`config.mk`:
```
export PLATFORM = sky130hd
export DESIGN_NAME = dac_sweep_ctrl_flat
export DESIGN_NICKNAME = d
export VERILOG_FILES = /design/src/rtl/dac_sweep_ctrl_if.sv /design/src/rtl/dac_sweep_ctrl.sv /design/src/flat_wrapper.sv
export SDC_FILE = /design/constraint.sdc
export NUM_CORES = 1
export LEC_CHECK = 0
export CAP_MARGIN = 20
export CORE_ASPECT_RATIO = 0.9
export CORE_UTILIZATION = 25
export CTS_CLUSTER_DIAMETER = 100
export DETAILED_ROUTE_END_ITERATION = 16
export HOLD_SLACK_MARGIN = 0.02
export PLACE_DENSITY_LB_ADDON = 0.15
export REMOVE_ABC_BUFFERS = 1
export SLEW_MARGIN = 25
export SYNTH_ARGS = -nofsm -noshare
export SYNTH_HDL_FRONTEND = slang
export SYNTH_SLANG_ARGS = --single-unit
```
`constraint.sdc`:
```
create_clock -name clk -period 24.9 [get_ports clk]
set_input_delay 4.98 -clock clk [delete_from_list [all_inputs] [get_ports clk]]
set_output_delay 4.98 -clock clk [all_outputs]
set_load 0.005 [all_outputs]
```
`src/rtl/dac_sweep_ctrl_if.sv`:
```
// Command bus between the sweep sequencer and the signal generator.
// The master drives opcode/address/data with a valid flag and the slave accepts with ready.
`timescale 1ns/1ps

interface dac_sweep_ctrl_if;
    logic [7:0]  cmd_opcode;
    logic [15:0] cmd_addr;
    logic [31:0] cmd_data;
    logic        cmd_valid;
    logic        cmd_ready;

    modport master (
        output cmd_opcode,
        output cmd_addr,
        output cmd_data,
        output cmd_valid,
        input  cmd_ready
    );

    modport slave (
        input  cmd_opcode,
        input  cmd_addr,
        input  cmd_data,
        input  cmd_valid,
        output cmd_ready
    );
endinterface

```
`src/rtl/dac_sweep_ctrl.sv`:
```
// Frequency-sweep sequencer for the analog signal generator.
// Enables the generator output, then steps the frequency word from start to stop.
// Each step is held for a dwell time. Sweeps run once or continuously, and can be aborted.
// After a sweep ends the output is disabled again.
`timescale 1ns/1ps

module dac_sweep_ctrl #(
    parameter int unsigned DWELL_W = 32
) (
    input  logic               clk,
    input  logic               rst,
    input  logic [31:0]        cfg_start_freq,
    input  logic [31:0]        cfg_stop_freq,
    input  logic [31:0]        cfg_step,
    input  logic [DWELL_W-1:0] cfg_dwell,
    input  logic               cfg_continuous,
    input  logic               start,
    input  logic               abort,
    dac_sweep_ctrl_if.master   cmd,
    output logic               busy,
    output logic               done,
    output logic               err,
    output logic [31:0]        cur_freq
);

    localparam logic [7:0] OP_ENABLE = 8'h36;
    localparam logic [7:0] OP_FREQ   = 8'h32;

    typedef enum logic [2:0] {
        S_IDLE,
        S_EN_ON,
        S_SET_F,
        S_DWELL,
        S_EN_OFF
    } state_t;

    state_t             state_q, state_d;
    logic               vld_q, vld_d;
    logic [7:0]         op_q, op_d;
    logic [31:0]        data_q, data_d;
    logic [31:0]        freq_q, freq_d;
    logic [DWELL_W-1:0] cnt_q, cnt_d;
    logic               abort_q, abort_d;
    logic               done_q, done_d;
    logic               err_q, err_d;
    logic [31:0]        start_q, start_d;
    logic [31:0]        stop_q, stop_d;
    logic [31:0]        step_q, step_d;
    logic [DWELL_W-1:0] dwell_q, dwell_d;
    logic               cont_q, cont_d;

    logic               accept;
    logic [32:0]        step_sum;

    assign accept   = vld_q & cmd.cmd_ready;
    // A carry out of bit 31 makes the sum exceed any 32-bit stop value.
    // This means a frequency overflow is treated as being past the stop value.
    assign step_sum = {1'b0, freq_q} + {1'b0, step_q};

    assign cmd.cmd_opcode = op_q;
    assign cmd.cmd_addr   = '0;
    assign cmd.cmd_data   = data_q;
    assign cmd.cmd_valid  = vld_q;
    assign busy           = (state_q != S_IDLE);
    assign done           = done_q;
    assign err            = err_q;
    assign cur_freq       = freq_q;

    // Next-state, command issue and sweep arithmetic.
    always_comb begin
        state_d = state_q;
        vld_d   = vld_q;
        op_d    = op_q;
        data_d  = data_q;
        freq_d  = freq_q;
        cnt_d   = cnt_q;
        abort_d = abort_q;
        done_d  = 1'b0;
        err_d   = 1'b0;
        start_d = start_q;
        stop_d  = stop_q;
        step_d  = step_q;
        dwell_d = dwell_q;
        cont_d  = cont_q;

        case (state_q)
            S_IDLE: begin
                if (start && !abort) begin
                    if ((cfg_step == '0) || (cfg_start_freq > cfg_stop_freq)) begin
                        err_d = 1'b1;
                    end else begin
                        start_d = cfg_start_freq;
                        stop_d  = cfg_stop_freq;
                        step_d  = cfg_step;
                        dwell_d = (cfg_dwell == '0) ? DWELL_W'(1) : cfg_dwell;
                        cont_d  = cfg_continuous;
                        state_d = S_EN_ON;
                        vld_d   = 1'b1;
                        op_d    = OP_ENABLE;
                        data_d  = 32'd1;
                    end
                end
            end

            // A command is always pending in this state, so an abort is held until the command completes.
            S_EN_ON: begin
                if (abort) abort_d = 1'b1;
                if (accept) begin
                    if (abort_q || abort) begin
                        state_d = S_EN_OFF;
                        op_d    = OP_ENABLE;
                        data_d  = '0;
                    end else begin
                        state_d = S_SET_F;
                        op_d    = OP_FREQ;
                        data_d  = start_q;
                        freq_d  = start_q;
                    end
                end
            end

            S_SET_F: begin
                if (abort) abort_d = 1'b1;
                if (accept) begin
                    if (abort_q || abort) begin
                        state_d = S_EN_OFF;
                        op_d    = OP_ENABLE;
                        data_d  = '0;
                    end else begin
                        state_d = S_DWELL;
                        vld_d   = 1'b0;
                        cnt_d   = dwell_q;
                    end
                end
            end

            // The frequency decision is made in the cycle where the counter reaches 1.
            // This keeps frequency commands dwell+1 cycles apart.
            S_DWELL: begin
                if (abort) begin
                    state_d = S_EN_OFF;
                    vld_d   = 1'b1;
                    op_d    = OP_ENABLE;
                    data_d  = '0;
                end else if (cnt_q <= DWELL_W'(1)) begin
                    if (step_sum <= {1'b0, stop_q}) begin
                        state_d = S_SET_F;
                        vld_d   = 1'b1;
                        op_d    = OP_FREQ;
                        data_d  = step_sum[31:0];
                        freq_d  = step_sum[31:0];
                    end else if (cont_q) begin
                        state_d = S_SET_F;
                        vld_d   = 1'b1;
                        op_d    = OP_FREQ;
                        data_d  = start_q;
                        freq_d  = start_q;
                    end else begin
                        state_d = S_EN_OFF;
                        vld_d   = 1'b1;
                        op_d    = OP_ENABLE;
                        data_d  = '0;
                    end
                end else begin
                    cnt_d = cnt_q - DWELL_W'(1);
                end
            end

            S_EN_OFF: begin
                if (accept) begin
                    state_d = S_IDLE;
                    vld_d   = 1'b0;
                    abort_d = 1'b0;
                    done_d  = 1'b1;
                end
            end

            default: begin
                state_d = S_IDLE;
                vld_d   = 1'b0;
            end
        endcase
    end

    // State and datapath registers; reset clears everything without sending a disable.
    always_ff @(posedge clk or posedge rst) begin
        if (rst) begin
            state_q <= S_IDLE;
            vld_q   <= 1'b0;
            op_q    <= '0;
            data_q  <= '0;
            freq_q  <= '0;
            cnt_q   <= '0;
            abort_q <= 1'b0;
            done_q  <= 1'b0;
            err_q   <= 1'b0;
            start_q <= '0;
            stop_q  <= '0;
            step_q  <= '0;
            dwell_q <= '0;
            cont_q  <= 1'b0;
        end else begin
            state_q <= state_d;
            vld_q   <= vld_d;
            op_q    <= op_d;
            data_q  <= data_d;
            freq_q  <= freq_d;
            cnt_q   <= cnt_d;
            abort_q <= abort_d;
            done_q  <= done_d;
            err_q   <= err_d;
            start_q <= start_d;
            stop_q  <= stop_d;
            step_q  <= step_d;
            dwell_q <= dwell_d;
            cont_q  <= cont_d;
        end
    end

endmodule
```
`src/flat_wrapper.sv`:
```
// flat-port wrapper written by rule: the top's interface ports become plain ports
module dac_sweep_ctrl_flat 
#(
    parameter int unsigned DWELL_W = 32
)
  (clk, rst, cfg_start_freq, cfg_stop_freq, cfg_step, cfg_dwell, cfg_continuous, start, abort, busy, done, err, cur_freq, cmd_cmd_opcode, cmd_cmd_addr, cmd_cmd_data, cmd_cmd_valid, cmd_cmd_ready);
  dac_sweep_ctrl_if cmd_i ();
  input  logic clk;
  input  logic rst;
  input  logic [31:0] cfg_start_freq;
  input  logic [31:0] cfg_stop_freq;
  input  logic [31:0] cfg_step;
  input  logic [DWELL_W-1:0] cfg_dwell;
  input  logic cfg_continuous;
  input  logic start;
  input  logic abort;
  output logic busy;
  output logic done;
  output logic err;
  output logic [31:0] cur_freq;
  output wire logic [$bits(cmd_i.cmd_opcode)-1:0] cmd_cmd_opcode;
  output wire logic [$bits(cmd_i.cmd_addr)-1:0] cmd_cmd_addr;
  output wire logic [$bits(cmd_i.cmd_data)-1:0] cmd_cmd_data;
  output wire logic [$bits(cmd_i.cmd_valid)-1:0] cmd_cmd_valid;
  input wire logic [$bits(cmd_i.cmd_ready)-1:0] cmd_cmd_ready;
  assign cmd_cmd_opcode = cmd_i.cmd_opcode;
  assign cmd_cmd_addr = cmd_i.cmd_addr;
  assign cmd_cmd_data = cmd_i.cmd_data;
  assign cmd_cmd_valid = cmd_i.cmd_valid;
  assign cmd_i.cmd_ready = cmd_cmd_ready;
  dac_sweep_ctrl #(.DWELL_W(DWELL_W)) u_core (.clk(clk), .rst(rst), .cfg_start_freq(cfg_start_freq), .cfg_stop_freq(cfg_stop_freq), .cfg_step(cfg_step), .cfg_dwell(cfg_dwell), .cfg_continuous(cfg_continuous), .start(start), .abort(abort), .cmd(cmd_i), .busy(busy), .done(done), .err(err), .cur_freq(cur_freq));
endmodule
```
==> flow_metrics.py <==
metrics = {
    "setup_path": {
        "cp.buffers_inverters": 3,
        "end_kind": "register",
        "cp_top_family": "simple AND/OR/NAND/NOR gates",
        "path_cells": "clkdlybuf4s50_1 -> inv_1 -> ha_1 -> nand4_1 -> nor4_1 -> nand3_1 -> nor4_1 -> or4_1 -> nand4_1 -> buf_4 -> a221o_1",
        "cpPeakStageDelay_ns": 0.80,
        "cp_num_cells": 11,
        "crit_type": "in2reg",
        "reg2reg_to": "u_core.cur_freq[20]$_DFFE_PP0P_",
        "crit_fanout": 18,
        "ff2ff_path_depth": 18,
        "critPathArrivalTime_ns": 9.48,
        "rr_startpoint": "u_core.cur_freq[9]$_DFFE_PP0P_",
        "worst_setup_path_start_kind": "primary input",
        "slowest_stage": "nand4_1",
        "rrSetupSlack_ns": 18.40,
        "crit_required_ns": 25.30,
    },
    "layout": {
        "drive_gt1_share_pct": 14.2,
        "final_util_pct": 32.2,
        "fin_cells": 2379,
        "final_nets": 1836,
        "final_common_cell": "dfrtp_1",
        "syn2layout_area_growth_pct": 27.2,
        "final_cell_mix": "234 x dfrtp_1, 205 x clkdlybuf4s50_1, 142 x nand2_1, 110 x mux2_2, 106 x o21ai_0",
        "finalInstanceArea_um2": 17900,
    },
    "place": {
        "hpwl_um": 34600,
        "placed_area_um2": 16800,
        "place_ws_ns": 15.32,
        "portBuffers": 205,
        "globalplace.congestion": 0.800,
        "dp_cells": 2323,
    },
    "clock_network": {
        "cts_root_buf": "clkbuf_16",
        "clkSinkCount": 234,
        "h-tree-depth": 2,
        "cts_buffers": 34,
        "cts_tree": "built",
        "post_cts_buffers": 0,
        "clkTransAtPathRegs_ns": 0.06,
        "clockBufferDepth": 3,
        "clock_latency_ns": 0.54,
        "hold_buffers": 0,
        "cts_resized": 0,
    },
    "routing": {
        "drc": 0,
        "wl_per_cell_um": 19.6,
        "dr.first_iter.drc_count": 556,
        "dr.pass1.iters": 5,
        "dr_total_vias": 11200,
        "vias_per_cell": 4.73,
        "drt-total-wl_um": 46600,
        "ant_nets": 0,
    },
    "synth": {
        "dominantRegCellSynth": "dfrtp_1",
        "synthArstFlopShare_pct": 100,
        "syn_inst": 1411,
        "syn_area_per_cell_um2": 9.97,
        "synth_edf_count": 0,
        "synth_seq_cells": 234,
        "yosysWarnings": 0,
        "seq_area_frac_synth_pct": 41.6,
        "netlist_area_um2": 14100,
        "yosys.cell_types.count": 79,
    },
    "sta": {
        "slew_headroom_pct": 30.9,
        "final-setup-viol-count": 0,
        "rsz0062_at_grt": "no",
        "setup_slack_ns": 15.82,
        "period_share_pct": 36.5,
        "max_freq_ghz": 0.110,
        "slew_violations": 0,
        "fin_hold_ws_ns": 0.480,
        "min_period_ns": 9.08,
        "hold_viol": 0,
        "worst_pin_slew_ns": 1.03,
        "fin_tns_setup_ns": 0,
        "finClkSkew_ns": 0.0385,
    },
    "min_path": {
        "min_path_type": "reg2reg",
        "whs_endpoint": "u_core.stop_q[16]$_DFFE_PP0P_",
        "worstHoldPathCells": 2,
        "hp-start": "u_core.stop_q[16]$_DFFE_PP0P_",
    },
    "power_and_ir_drop": {
        "leakage_nw": 8.03,
        "power.density_nw_per_um2": 137,
        "power_mw": 2.44,
        "ir_drop_mv": 0.0684,
    },
    "die": {
        "row_count": 82,
        "die_w_um": 252,
        "ioPinCount": 226,
        "core_area_um2": 55600,
        "die_h_um": 227,
        "start_util_pct": 25.3,
        "die_area_um2": 57200,
    },
    "grt": {
        "grt_pass1_vias": 11200,
        "antenna_found_initial": 1,
        "grt_max_degree": 115,
        "gr-total-overflow": 0,
        "grt_pass1_wl_um": 69900,
        "track_usage_pct": 16.2,
    },
    "outcome": {
        "outcome": "completed",
    },
    "run": {
        "cap_violations": 0,
    },
}
cells in the mapped netlist (4+ instances only):
master | count | area (um^2)
a2111oi_0 | 5 | 43.8
a211oi_1 | 10 | 75.1
a21boi_0 | 4 | 30.0
a21o_1 | 20 | 150
a21oi_1 | 94 | 470
a221o_1 | 4 | 40.0
a221oi_1 | 5 | 43.8
a22oi_1 | 36 | 270
a31oi_1 | 13 | 81.3
and2_1 | 4 | 25.0
and3_1 | 16 | 100
buf_2 | 14 | 70.1
buf_4 | 25 | 188
buf_6 | 5 | 56.3
clkbuf_1 | 35 | 131
dfrtp_1 | 234 | 5860
ha_1 | 98 | 1230
inv_1 | 95 | 357
mux2_2 | 110 | 1240
mux2_4 | 40 | 601
nand2_1 | 142 | 533
nand2b_1 | 9 | 56.3
nand3_1 | 28 | 140
nand4_1 | 21 | 131
nor2_1 | 59 | 221
nor2b_1 | 5 | 31.3
nor3_1 | 27 | 135
nor4_1 | 28 | 175
o211ai_1 | 5 | 37.5
o21a_1 | 9 | 67.6
o21ai_0 | 106 | 531
o21bai_1 | 4 | 30.0
o22a_1 | 5 | 43.8
o31ai_1 | 4 | 30.0
or3_1 | 7 | 43.8
xnor2_1 | 21 | 184
xor2_1 | 6 | 52.6
cell families after synthesis:
logic type      count (synthesis)  share of synthesized area, %
compound gates                355                          16.2
flops                         234                          41.6
simple gates                  368                          12.7
xor+xnor                       27                          1.68
mux                           151                          13.1
fa+ha+maj                      99                          8.86
other cells                     1                        0.0267
buf+inv                       176                          5.76
registers in the layout, summed over array words and instances, names as in the netlist:
name / cells
u_core.start_q: 32
u_core.done: 1
u_core.state_q: 3
u_core.stop_q: 32
u_core.cur_freq: 32
u_core.abort_q: 1
u_core.step_q: 32
u_core.cmd.cmd_opcode: 2
u_core.cnt_q: 32
u_core.err: 1
u_core.dwell_q: 32
u_core.cmd.cmd_valid: 1
u_core.cmd.cmd_data: 32
u_core.cont_q: 1
worst reg2reg max path, stage by stage, from the launching register on:
cell and delay (ns):
dfrtp_1 0.43, ha_1 0.43, and4_1 0.26, nor4b_1 0.15
a211o_1 0.44, a221oi_1 0.50, o21ai_0 0.30, o311ai_1 0.54
ha_1 0.22, nand4_1 0.24, nor4_1 0.59, and3_1 0.24
a21oi_1 0.05, o21ai_0 0.12, o211a_1 0.50, o211ai_2 0.16
a21oi_4 0.17, buf_4 0.58, mux2_2 0.44
where the power goes:
group          switching [mW]  internal (mW)
clock                   0.184          0.299
sequential              0.142          0.537
combinational           0.708          0.574
total                    1.03           1.41
metal layers:
metal  track usage, %  wire (um)  vias up
li1                 -          -     5464
met1             23.1      22800     5488
met2             24.3      20200      232
met3             3.84       2610       62
met4             4.79       1030        0
met5                0          0        -
how the worst max path moves through the flow:
stage	start	endpoint	slack [ns]
floorplan	cfg_stop_freq[31]	u_core.cont_q$_DFFE_PP0P_	11.26
global placement	cfg_stop_freq[31]	u_core.cmd.cmd_data[29]$_DFFE_PP0P_	15.53
detailed placement	cfg_stop_freq[31]	u_core.cmd.cmd_data[29]$_DFFE_PP0P_	15.32
CTS	cfg_stop_freq[31]	u_core.cmd.cmd_data[29]$_DFFE_PP0P_	15.86
global route	cfg_stop_freq[31]	u_core.cmd.cmd_data[29]$_DFFE_PP0P_	15.58
finish	cfg_stop_freq[31]	u_core.cmd.cmd_data[29]$_DFFE_PP0P_	15.82
cell type report:
class / count / area (um^2)
fillers: 5844 / 37700
clock inverters: 9 / 131
well taps: 756 / 946
clock buffers: 46 / 957
multi-input cells: 1020 / 7480
repair buffers: 218 / 2150
diodes: 1 / 2.50
flip-flops and latches: 234 / 5860
inverters: 95 / 364
(Power assumes the default switching activity.)
